### config.mk
export PLATFORM = sky130hd
export DESIGN_NAME = cosim_reset_responder_flat
export DESIGN_NICKNAME = d
export VERILOG_FILES = /design/src/rtl/cosim_reset_responder_if.sv /design/src/rtl/cosim_reset_responder.sv /design/src/flat_wrapper.sv
export SDC_FILE = /design/constraint.sdc
export NUM_CORES = 1
export LEC_CHECK = 0
export CELL_PAD_IN_SITES_DETAIL_PLACEMENT = 0
export CELL_PAD_IN_SITES_GLOBAL_PLACEMENT = 1
export CORE_ASPECT_RATIO = 0.9
export CORE_MARGIN = 3
export CORE_UTILIZATION = 43
export CTS_CLUSTER_SIZE = 8
export DETAILED_ROUTE_END_ITERATION = 10
export MAX_ROUTING_LAYER = met4
export PLACE_DENSITY = 0.88
export SYNTH_ARGS = -nofsm -noshare
export SYNTH_HDL_FRONTEND = slang
export SYNTH_SLANG_ARGS = --single-unit
### constraint.sdc
create_clock -name clk -period 5.55 [get_ports clk]
set_input_delay 0.555 -clock clk [delete_from_list [all_inputs] [get_ports clk]]
set_output_delay 0.555 -clock clk [all_outputs]
set_load 0.01 [all_outputs]
### src/rtl/cosim_reset_responder_if.sv
// rtl/cosim_reset_responder_if.sv - reset handshake bundle between cosim driver and design reset tree
interface cosim_reset_responder_if #(
    parameter int CNT_W = 32
);
    logic             rst_req;
    logic             quiesced;
    logic             core_rst;
    logic             rst_ack;
    logic [CNT_W-1:0] run_cycles;
    logic             timeout;

    modport master (
        output rst_req,
        output quiesced,
        input  core_rst,
        input  rst_ack,
        input  run_cycles,
        input  timeout
    );

    modport slave (
        input  rst_req,
        input  quiesced,
        output core_rst,
        output rst_ack,
        output run_cycles,
        output timeout
    );
endinterface

### src/rtl/cosim_reset_responder.sv
// rtl/cosim_reset_responder.sv - drains ESI traffic, holds core reset, acknowledges the cosim driver
// Optional drain timeout: define COSIM_RESET_TIMEOUT_EN.
module cosim_reset_responder #(
    parameter int HOLD_CYCLES     = 4,
    parameter int QUIESCE_TIMEOUT = 256,
    parameter int CNT_W           = 32
) (
    input  logic                    clk,
    input  logic                    rst_n,
    cosim_reset_responder_if.slave  rsp
);

    localparam int HOLD_W = $clog2(HOLD_CYCLES + 1);

    if (HOLD_CYCLES < 1 || QUIESCE_TIMEOUT < 1) begin : g_bad_params
        $error("HOLD_CYCLES and QUIESCE_TIMEOUT must both be at least 1");
    end

    typedef enum logic [1:0] {
        ST_RUN,
        ST_DRAIN,
        ST_HOLD,
        ST_ACKED
    } state_t;

    state_t            state;
    logic [HOLD_W-1:0] hold_cnt;
    logic              core_rst_q;
    logic              rst_ack_q;
    logic [CNT_W-1:0]  run_q;
    logic              drain_expired;

`ifdef COSIM_RESET_TIMEOUT_EN
    localparam int DRAIN_W = $clog2(QUIESCE_TIMEOUT + 1);

    logic [DRAIN_W-1:0] drain_cnt;
    logic               timeout_q;

    assign drain_expired = (drain_cnt == DRAIN_W'(QUIESCE_TIMEOUT - 1));

    // Counts only while DRAIN is being held; any exit from DRAIN leaves it at zero.
    always_ff @(posedge clk or negedge rst_n) begin
        if (!rst_n) begin
            drain_cnt <= '0;
        end else if (state == ST_DRAIN && !rsp.quiesced && rsp.rst_req && !drain_expired) begin
            drain_cnt <= drain_cnt + 1'b1;
        end else begin
            drain_cnt <= '0;
        end
    end

    always_ff @(posedge clk or negedge rst_n) begin
        if (!rst_n) begin
            timeout_q <= 1'b0;
        end else if (state == ST_DRAIN && !rsp.quiesced && rsp.rst_req && drain_expired) begin
            timeout_q <= 1'b1;
        end
    end

    assign rsp.timeout = timeout_q;
`else
    assign drain_expired = 1'b0;
    assign rsp.timeout   = 1'b0;
`endif

    always_ff @(posedge clk or negedge rst_n) begin
        if (!rst_n) begin
            state      <= ST_HOLD;
            hold_cnt   <= '0;
            core_rst_q <= 1'b1;
            rst_ack_q  <= 1'b0;
            run_q      <= '0;
        end else begin
            case (state)
                ST_RUN: begin
                    if (run_q != {CNT_W{1'b1}}) begin
                        run_q <= run_q + 1'b1;
                    end
                    if (rsp.rst_req) begin
                        state <= ST_DRAIN;
                    end
                end
                ST_DRAIN: begin
                    // Quiesce wins over both withdrawal and timeout in the same cycle.
                    if (rsp.quiesced || (rsp.rst_req && drain_expired)) begin
                        state      <= ST_HOLD;
                        hold_cnt   <= '0;
                        core_rst_q <= 1'b1;
                    end else if (!rsp.rst_req) begin
                        state <= ST_RUN;
                    end
                end
                ST_HOLD: begin
                    if (hold_cnt == HOLD_W'(HOLD_CYCLES - 1)) begin
                        state     <= ST_ACKED;
                        hold_cnt  <= '0;
                        rst_ack_q <= 1'b1;
                    end else begin
                        hold_cnt <= hold_cnt + 1'b1;
                    end
                end
                ST_ACKED: begin
                    if (!rsp.rst_req) begin
                        state      <= ST_RUN;
                        core_rst_q <= 1'b0;
                        rst_ack_q  <= 1'b0;
                        run_q      <= '0;
                    end
                end
                default: begin
                    state      <= ST_HOLD;
                    hold_cnt   <= '0;
                    core_rst_q <= 1'b1;
                    rst_ack_q  <= 1'b0;
                end
            endcase
        end
    end

    assign rsp.core_rst   = core_rst_q;
    assign rsp.rst_ack    = rst_ack_q;
    assign rsp.run_cycles = run_q;

endmodule

### src/flat_wrapper.sv
// flat-port wrapper written by rule: the top's interface ports become plain ports
module cosim_reset_responder_flat 
#(
    parameter int HOLD_CYCLES     = 4,
    parameter int QUIESCE_TIMEOUT = 256,
    parameter int CNT_W           = 32
)
  (clk, rst_n, rsp_rst_req, rsp_quiesced, rsp_core_rst, rsp_rst_ack, rsp_run_cycles, rsp_timeout);
  cosim_reset_responder_if #(.CNT_W(CNT_W)) rsp_i ();
  input  logic clk;
  input  logic rst_n;
  input wire logic [$bits(rsp_i.rst_req)-1:0] rsp_rst_req;
  input wire logic [$bits(rsp_i.quiesced)-1:0] rsp_quiesced;
  output wire logic [$bits(rsp_i.core_rst)-1:0] rsp_core_rst;
  output wire logic [$bits(rsp_i.rst_ack)-1:0] rsp_rst_ack;
  output wire logic [$bits(rsp_i.run_cycles)-1:0] rsp_run_cycles;
  output wire logic [$bits(rsp_i.timeout)-1:0] rsp_timeout;
  assign rsp_i.rst_req = rsp_rst_req;
  assign rsp_i.quiesced = rsp_quiesced;
  assign rsp_core_rst = rsp_i.core_rst;
  assign rsp_rst_ack = rsp_i.rst_ack;
  assign rsp_run_cycles = rsp_i.run_cycles;
  assign rsp_timeout = rsp_i.timeout;
  cosim_reset_responder #(.HOLD_CYCLES(HOLD_CYCLES), .QUIESCE_TIMEOUT(QUIESCE_TIMEOUT), .CNT_W(CNT_W)) u_core (.clk(clk), .rst_n(rst_n), .rsp(rsp_i));
endmodule
==> impl_metrics.toml <==
[sta]
worstMarginPinSlew_ps = 891.4
fmax_ghz = 0.3683
min_period_over_period = 0.4893
relSlewSlack = 0.4057
setup_slack_ps = 2835
rsz0062_at_grt = "false"
setup_tns_ps = 0
slew_viol_final = 0
hold_viol_final = 0
finClkSkew_ps = 10.27
setup_viol = 0
period_minus_slack_ps = 2716

[clock_tree]
cts_buffers = 5
worstSkewPairLatency_ps = 290
post_cts_resized = 0
htree_levels = 2
postCtsSetupRepairBufs = 0
cts-root-buf = "clkbuf_8"
cts.clk_slew.worst_paths_ps = 80
postCtsHoldBufs = 0
cts.path.max_buffers = 2
tritoncts = "done"
clock_sinks = 39

[worst_setup_path]
critical_path_class = "reg -> reg"
path_max_fanout = 12
r2r_slack_ps = 2830
cp-start-kind = "register"
cp-end-kind = "register"
cp.arrival_ps = 2950
required_ps = 5790

[final_layout]
synthToLayoutAreaGrowth_pct = 21.54
diodes = 0
drive_gt1_frac = 0.06498
num-fill-cells = 472
ff_latch_area_um2 = 978.4
final_nets = 282
multi_input_area_um2 = 1182

[power_and_ir_drop]
pwr-share-seq = 0.403
leakage_nw = 1.180
p_int_mw = 0.6252
power_density_nw_per_um2 = 392.2
power_frac_clock = 0.186
switching_share = 0.4167
ir_drop_v = 0.0002159
power.switching_mw = 0.4466
comb_power_share = 0.410

[detailed_routing]
vias = 2108
routed_wl_mm = 5.765
viasPerCell = 6.164
route.detailed.wl_per_inst_um = 16.86
postRouteAntennaNets = 0
drc = 0
dr.pass1.iters = 4
first_iter_violations = 146

[logic_synthesis]
ys_types = 47
synth_common_cells = "dfrtp_1, nand2_1, nand3_1, o21ai_0, a21o_1"
synth_area_um2 = 2248
synth.most_common_cell = "dfrtp_1"
ys_warn_count = 0
synth_top_area_share = 0.4118
avgSynthCellArea_um2 = 9.215
syn_nets = 250
postSynthCellCount = 244
ys_seq_area_frac = 0.4352
ys_dominant_reg_cell = "dfrtp_1"
synth-async-reset-ratio = 1.000
synth_seq_cells = 39
synth.area.top_cells = "dfrtp_1, a21o_1, nand2_1"
synth.largest_area_cell = "dfrtp_1"
synth_edf_count = 0

[die]
core_um2 = 4955
die-area_um2 = 6134
num_io_pins = 39
rows = 24
die_w_um = 82.22
initial_utilization = 0.4538
chipHeight_um = 74.60

[grt]
antenna_found_initial = 0
grt_pass1_wl_mm = 9.653
grt_pass1_vias = 1922
grt_usage = 0.2106
grt_overflow = 0
grt_max_degree = 40

[status]
outcome = "finished, final reports clean"

[place]
dp_hpwl_mm = 3.945
port_buffers = 37
post-place-ws_ps = 2856
gp_congestion = 0.8152

[worst_hold_path]
hold_path_class = "in -> async"

[job]
timing.max_cap.violations = 0
## cells in the final DEF, fill, tap and decap left out, types with 3 or more instances in the layout
master	count
dfrtp_1	37
clkdlybuf4s50_1	36
nand2_1	27
nand3_1	16
o21ai_0	15
a21o_1	14
nor3_1	10
and4_1	7
nand4_1	7
nor2_1	7
o41ai_1	7
inv_1	7
o31ai_1	7
a21oi_1	7
and3_1	6
clkbuf_8	6
nor4_1	5
o22ai_1	5
a22o_1	4
or3_1	4
o211ai_1	4
and2_1	3
o311ai_1	3
## cell families (layout without fill, tap and decap cells)
logic type / count (synthesis) / in the layout / synth area share
AOI/OAI and AO/OA: 82 / 82 / 0.2677
adders and majority gates: 2 / 2 / 0.01113
buffers and inverters: 20 / 53 / 0.03895
DFF: 39 / 39 / 0.4352
other: 1 / 1 / 0.001668
and+or+nand+nor: 100 / 100 / 0.2454
## critical path, cell delays in order (launching register included)
cell     delay (ps)
dfrtp_1         410
ha_1            230
and4_1          330
nand4_2         230
o31a_1          510
nor2_1          690
a221o_1         260
## layer usage
layer  track usage  vias up  part of all wire
li1              -     1018                 -
met1        0.3096     1023              0.49
met2        0.2998       62              0.46
met3       0.03269        5             0.042
met4       0.05535        0            0.0088
met5             -        -                 0
## final cells by class
type	instances	area share
Tap cell	65	0.02976
Inverter	7	0.009615
Multi-Input combinational cell	185	0.4327
Clock inverter	1	0.001832
Timing Repair Buffer	38	0.1364
Sequential cell	39	0.3581
Clock buffer	7	0.03159
## power groups by stage
stage,Combinational [mW],Sequential [mW],Clock [mW]
CTS,0.443,0.431,0.205
global placement,0.442,0.436,0
finish,0.440,0.432,0.200
global route,0.491,0.448,0.215
detailed placement,0.438,0.435,0
floorplan,0.283,0.427,0
## state kept, by name (all words and copies together) (netlist names)
signal and count:
u_core.hold_cnt 3, u_core.rsp.core_rst 1, u_core.rsp.rst_ack 1, u_core.rsp.run_cycles 32
u_core.state 2
## worst paths after layout
path,from,end,cells after the start
max,u_core.rsp.run_cycles[0],u_core.rsp.run_cycles[30],6
min,rst_n,u_core.rsp.run_cycles[30],1
max reg2reg,u_core.rsp.run_cycles[0],u_core.rsp.run_cycles[30],6
min reg2reg,u_core.hold_cnt[0],u_core.hold_cnt[0],1
max in group asynchronous,rst_n,u_core.rsp.run_cycles[26],1
min in group clk,u_core.hold_cnt[0],u_core.hold_cnt[0],1
## metrics by stage
| stage | area [um2] | total power, mW | utilization | hold slack (ps) | cells |
|---|---|---|---|---|---|
| floorplan | 2248 | 0.7099 | - | 259.4 | 244 |
| global placement | 2641 | 0.8781 | 0.5331 | 480.9 | 334 |
| detailed placement | 2641 | 0.8734 | 0.5331 | 500.6 | 334 |
| CTS | 2733 | 1.079 | 0.5515 | 417.2 | 342 |
| global route | 2733 | 1.153 | 0.5515 | 461.2 | 342 |
| finish | 2733 | 1.072 | 0.5515 | 376.0 | 342 |
No activity file was read; power rests on OpenSTA's default activity.
==> edit 1, RTL diff (config.mk and constraints unchanged) <==
`CNT_W` is set to 32 in 3 places; all go to 48.
--- a/src/rtl/cosim_reset_responder_if.sv
+++ b/src/rtl/cosim_reset_responder_if.sv
@@ -1,6 +1,6 @@
 // rtl/cosim_reset_responder_if.sv - reset handshake bundle between cosim driver and design reset tree
 interface cosim_reset_responder_if #(
-    parameter int CNT_W = 32
+    parameter int CNT_W = 48
 );
     logic             rst_req;
     logic             quiesced;
--- a/src/rtl/cosim_reset_responder.sv
+++ b/src/rtl/cosim_reset_responder.sv
@@ -3,7 +3,7 @@
 module cosim_reset_responder #(
     parameter int HOLD_CYCLES     = 4,
     parameter int QUIESCE_TIMEOUT = 256,
-    parameter int CNT_W           = 32
+    parameter int CNT_W           = 48
 ) (
     input  logic                    clk,
     input  logic                    rst_n,
--- a/src/flat_wrapper.sv
+++ b/src/flat_wrapper.sv
@@ -3,7 +3,7 @@
 #(
     parameter int HOLD_CYCLES     = 4,
     parameter int QUIESCE_TIMEOUT = 256,
-    parameter int CNT_W           = 32
+    parameter int CNT_W           = 48
 )
   (clk, rst_n, rsp_rst_req, rsp_quiesced, rsp_core_rst, rsp_rst_ack, rsp_run_cycles, rsp_timeout);
   cosim_reset_responder_if #(.CNT_W(CNT_W)) rsp_i ();
Ports: changed (resized rsp_run_cycles); port bits go from 39 to 55. No check against the original RTL was run, so the function may have changed too.
==> edit 1 against the original RTL <==
- area after synthesis increased by 42%
- hold slack lost 0.0080 ns
- design area increased by 40%
- worst setup slack better by 0.015 ns
- sequential cell count rose by 16
- sequential power increased by 52%
- synthesized cell count is 40% higher
- via count is 36% higher
- total power is 39% higher
- fmax is 0.56% higher
- combinational power up 35%
- wire length up 41%
- critical endpoint is now u_core.rsp.run_cycles[5]
- largest cell class unchanged
- largest power group is now registers
==> edit 1: results (changes against the original RTL) <==
| Metric | Value |
|---|---|
| Via density per instance | `5.940 (-3.6%)` |
| Non-clock buffer count in the final layout | `56 (+47%)` |
| Fraction of area in multi-input gates | `43.44% (+0.17 points)` |
| GRT met2 Usage | `31.08% (+1.1 points)` |
| Most instantiated cells after synthesis | `dfrtp_1 (53), nand2_1 (46), nand3_1 (30)` |
| Clock-pin slew on the worst setup and hold paths | `0.10 ns (+0.02 ns)` |
| Avg Cell Area, Syn | `9.334 sq um (+1.3%)` |
| Slowest CP cell | `dfrtp_1` |
| Clock root buffer | `clkbuf_8` |
| Clock Skews | `0.007925 ns (-0.002348 ns)` |
| Multiplexer area fraction after synthesis | `2.830% (+2.8 points)` |
| Layout cells sized above 1 | `7.990% (+1.5 points)` |
| Synth Area in Compound Gates | `22.44% (-4.3 points)` |
| DR WL/cell | `16.84 um (about the same)` |
| Sequential Power | `0.656 mW (+52%)` |
| Clk tree area frac | `2.619% (-0.72 points)` |
| GPL Wtd Cong | `0.8377 (+2.8%)` |
| Buffer share of cell area | `14.34% (+0.69 points)` |
| Largest cells by area after synthesis | `dfrtp_1 (42%), nand2_1 (5.4%), nand3_1 (4.7%)` |
| Power Clock | `0.245 mW (+22%)` |
| Detail Placement HPWL | `5537 um (+40%)` |
| Met3 GRT Util | `3.105% (-0.16 points)` |
| Largest net degree at the start of global routing | `56 (+40%)` |
| Worst skew pair latency | `0.31 ns (+0.02 ns)` |
| DP Area | `3722 sq um (+41%)` |
| Net Sw Frac | `41.19% (-0.48 points)` |
| Xor/xnor cell area share of the yosys netlist | `0% (unchanged)` |
| Yosys cell types | `58 (+23%)` |
| Place WS | `2.907 ns (+0.05172 ns)` |
| Port bufs | `53 (+43%)` |
| GRT met1 Usage | `27.62% (-3.3 points)` |
| Synth Area in Adders | `0.7862% (-0.33 points)` |
| Inverters | `5 (-2)` |
| #FFs+latches synth | `55 (+41%)` |
| Final nets | `393 (+39%)` |
| Peak supply drop | `0.2902 mV (+34%)` |
| Critical path's largest stage delay | `0.44 ns (-0.25 ns)` |
| Drt initial violations | `145 (-0.68%)` |
| Vias in the first global route | `2754 (+43%)` |
| Leakage | `1.481 nW (+25%)` |
| CP max FO | `33 (+21)` |
| CLK BUF | `8 (+1)` |
| GRT Max-Usage Layer | `met2` |
| Total power | `1.494 mW (+39%)` |
| Wire length on met2 | `3525 um (+34%)` |
| Outcome | `completed` |
| Die Footprint | `8472 sq um (+38%)` |
| Syn_nets | `347 (+39%)` |
| Relative slew slack | `49.05% (+8.5 points)` |
| Routed length on met1 | `4209 um (+48%)` |
| Dpl cells | `473 (+42%)` |
| Arrival time at the worst endpoint | `2.90 ns (-0.05 ns)` |
| Sequential area share after synthesis | `43.32% (-0.20 points)` |
| Global-route wire length before repair | `13640 um (+41%)` |
| Non-Filler Instances | `481 (+41%)` |
| PD cells | `390.8 nW/um^2 (-0.36%)` |
-- edit 1: cell count changes in the layout (fill, tap and decap cells not counted), moves of 6 or more --
cell / unedited run / this run
a21o_1: 14 / 2
a21oi_1: 7 / 14
a31oi_1: 2 / 17
a41oi_1: 0 / 6
clkdlybuf4s50_1: 36 / 52
dfrtp_1: 37 / 53
mux2i_1: 0 / 9
nand2_1: 27 / 46
nand3_1: 16 / 30
nor2_1: 7 / 15
-- edit 1: worst paths after layout --
path	start	endpoint	slack, ns	depth (start not counted)
max	u_core.rsp.run_cycles[0]	u_core.rsp.run_cycles[5]	2.85	8
min	rst_n	u_core.rsp.run_cycles[29]	0.37	2
max reg2reg	u_core.rsp.run_cycles[0]	u_core.rsp.run_cycles[5]	2.85	8
min reg2reg	u_core.rsp.core_rst	u_core.rsp.core_rst	0.51	2
max in group asynchronous	rst_n	u_core.rsp.run_cycles[15]	4.71	2
min in group clk	u_core.rsp.core_rst	u_core.rsp.core_rst	0.51	2
==> edit 2, RTL diff (same settings) <==
Without the edit above. Re-encode `state_t` (4 states) as Gray code, 2 bits wide.
--- a/src/rtl/cosim_reset_responder.sv
+++ b/src/rtl/cosim_reset_responder.sv
@@ -17,10 +17,10 @@
     end
 
     typedef enum logic [1:0] {
-        ST_RUN,
-        ST_DRAIN,
-        ST_HOLD,
-        ST_ACKED
+        ST_RUN   = 2'b00,
+        ST_DRAIN = 2'b01,
+        ST_HOLD  = 2'b11,
+        ST_ACKED = 2'b10
     } state_t;
 
     state_t            state;
Function: same outputs for any inputs over 10 cycles, from zero or initial values and one cycle with rst_n low; not proved beyond that.
==> edit 2 against the original RTL <==
- clock power decreased by 9%
- core utilization decreased by 1.4 points
- total power increased by 20%
- largest cell class unchanged
- design area decreased by 2.5%
- wire length decreased by 3.3%
- worst setup slack improved by 0.062 ns
- count of clock-buffer cells in the layout unchanged
- sequential cell count unchanged
- first-iteration DRC count increased by 0.68%
- area after synthesis about the same
- sequential power increased by 23%
- clock skew decreased by 0.0058 ns
==> edit 2: results (changes against the original RTL) <==
| Metric | Value |
|---|---|
| Antenna cell count | `0 (unchanged)` |
| Yosys cell types | `43 (-8.5%)` |
| Synth-to-Final Area Change | `18.41%` |
| Clk tree area frac | `3.053% (-0.29 points)` |
| Sequential cell count | `39 (unchanged)` |
| Clock Skews | `0.004522 ns (-0.005752 ns)` |
| FILL cells | `486 (+3.0%)` |
| Drt initial violations | `147 (+0.68%)` |
| Part of the cycle the worst path needs | `47.81% (-1.1 points)` |
| DR WL/cell | `16.45 um (-2.4%)` |
| Largest cells by area after synthesis | `dfrtp_1 (40%), a31oi_1 (6.7%), o31ai_1 (5.3%)` |
| Buffer share of cell area | `13.72% (+0.071 points)` |
| GRT Util Overall | `20.27% (-0.79 points)` |
| Net Sw Frac | `42.16% (+0.49 points)` |
| Peak supply drop | `0.2139 mV (-0.94%)` |
| DR pass1 iterations | `5 (+1)` |
| Global-route wire length before repair | `9487 um (-1.7%)` |
| Detail Placement HPWL | `3814 um (-3.3%)` |
| Arrival time at the worst endpoint | `2.86 ns (-0.09 ns)` |
| Via density per instance | `6.012 (-2.5%)` |
| Final nets | `279 (-1.1%)` |
| Most instantiated cells after synthesis | `dfrtp_1 (36), a31oi_1 (24), o21ai_0 (21)` |
| Reg2Reg Setup Slack | `2.90 ns (+0.06 ns)` |
| Total power | `1.285 mW (+20%)` |
| Outcome | `completed` |
| Fraction of area in multi-input gates | `42.70% (-0.57 points)` |
| Avg Cell Area, Syn | `9.035 sq um (-2.0%)` |
| Slowest CP cell | `and4b_1` |
| DP Area | `2582 sq um (-2.2%)` |
| Comb pwr share | `44.4% (+3.4 points)` |
| Dpl cells | `331 (-0.90%)` |
| Inverters | `5 (-2)` |
| Vias in the first global route | `1874 (-2.5%)` |
| Power Clock | `0.183 mW (-9%)` |
| CP max FO | `15 (+3)` |
| Sequential area share after synthesis | `43.55% (about the same)` |
| Clock root buffer | `clkbuf_8` |
| Leakage | `1.070 nW (-9.3%)` |
| Drt total wl | `5577 um (-3.3%)` |
| Non-clock buffer count in the final layout | `37 (-2.6%)` |
| GPL Wtd Cong | `0.8637 (+5.9%)` |
edit 2: changes by cell type in the layout (fill, tap and decap cells not counted), sizes merged, moves of 5 or more:
cell / change
o21ai: +6
nand4: +6
o31ai: +8
nor4: -5
a31oi: +22
a21o: -12
o41ai: -6
nor2: +5
o22ai: -5
nor2b: +5
nand2: -9
edit 2: cells by family (layout without fill, tap and decap cells):
| logic type | Yosys count | after routing | synth area share, % |
|---|---|---|---|
| simple gates | 95 | 95 | 23.69 |
| compound gates | 85 | 85 | 24.69 |
| flops | 39 | 39 | 43.55 |
| buf+inv | 25 | 50 | 5.896 |
| fa+ha+maj | 2 | 2 | 1.112 |
| mux | 2 | 2 | 0.8899 |
| other cells | 1 | 1 | 0.1667 |
edit 2: metal layers:
metal / vias to the layer above / global-route usage [%] / share of wire [%]
met1: 983 / 29.84 / 49
met4: 0 / 3.506 / 0.45
met3: 4 / 3.589 / 4.3
met5: - / - / 0
met2: 50 / 29.54 / 46
li1: 1001 / - / -
edit 2: worst paths after layout:
check / start / to / cells past startpoint
max: u_core.rsp.run_cycles[19] / u_core.rsp.run_cycles[17] / 5
max reg2reg: u_core.rsp.run_cycles[19] / u_core.rsp.run_cycles[17] / 5
min: rst_n / u_core.rsp.run_cycles[21] / 1
max in group asynchronous: rst_n / u_core.hold_cnt[2] / 1
min reg2reg: u_core.hold_cnt[0] / u_core.hold_cnt[0] / 1
min in group clk: u_core.hold_cnt[0] / u_core.hold_cnt[0] / 1
edit 2: worst max-delay path, delay by kind of cell, from the launching register on:
| kind | cells | cell delay (ns) |
|---|---|---|
| flip-flops | 1 | 0.45 |
| AO/OA/AOI/OAI | 1 | 0.23 |
| AND/OR/NAND/NOR | 4 | 1.90 |
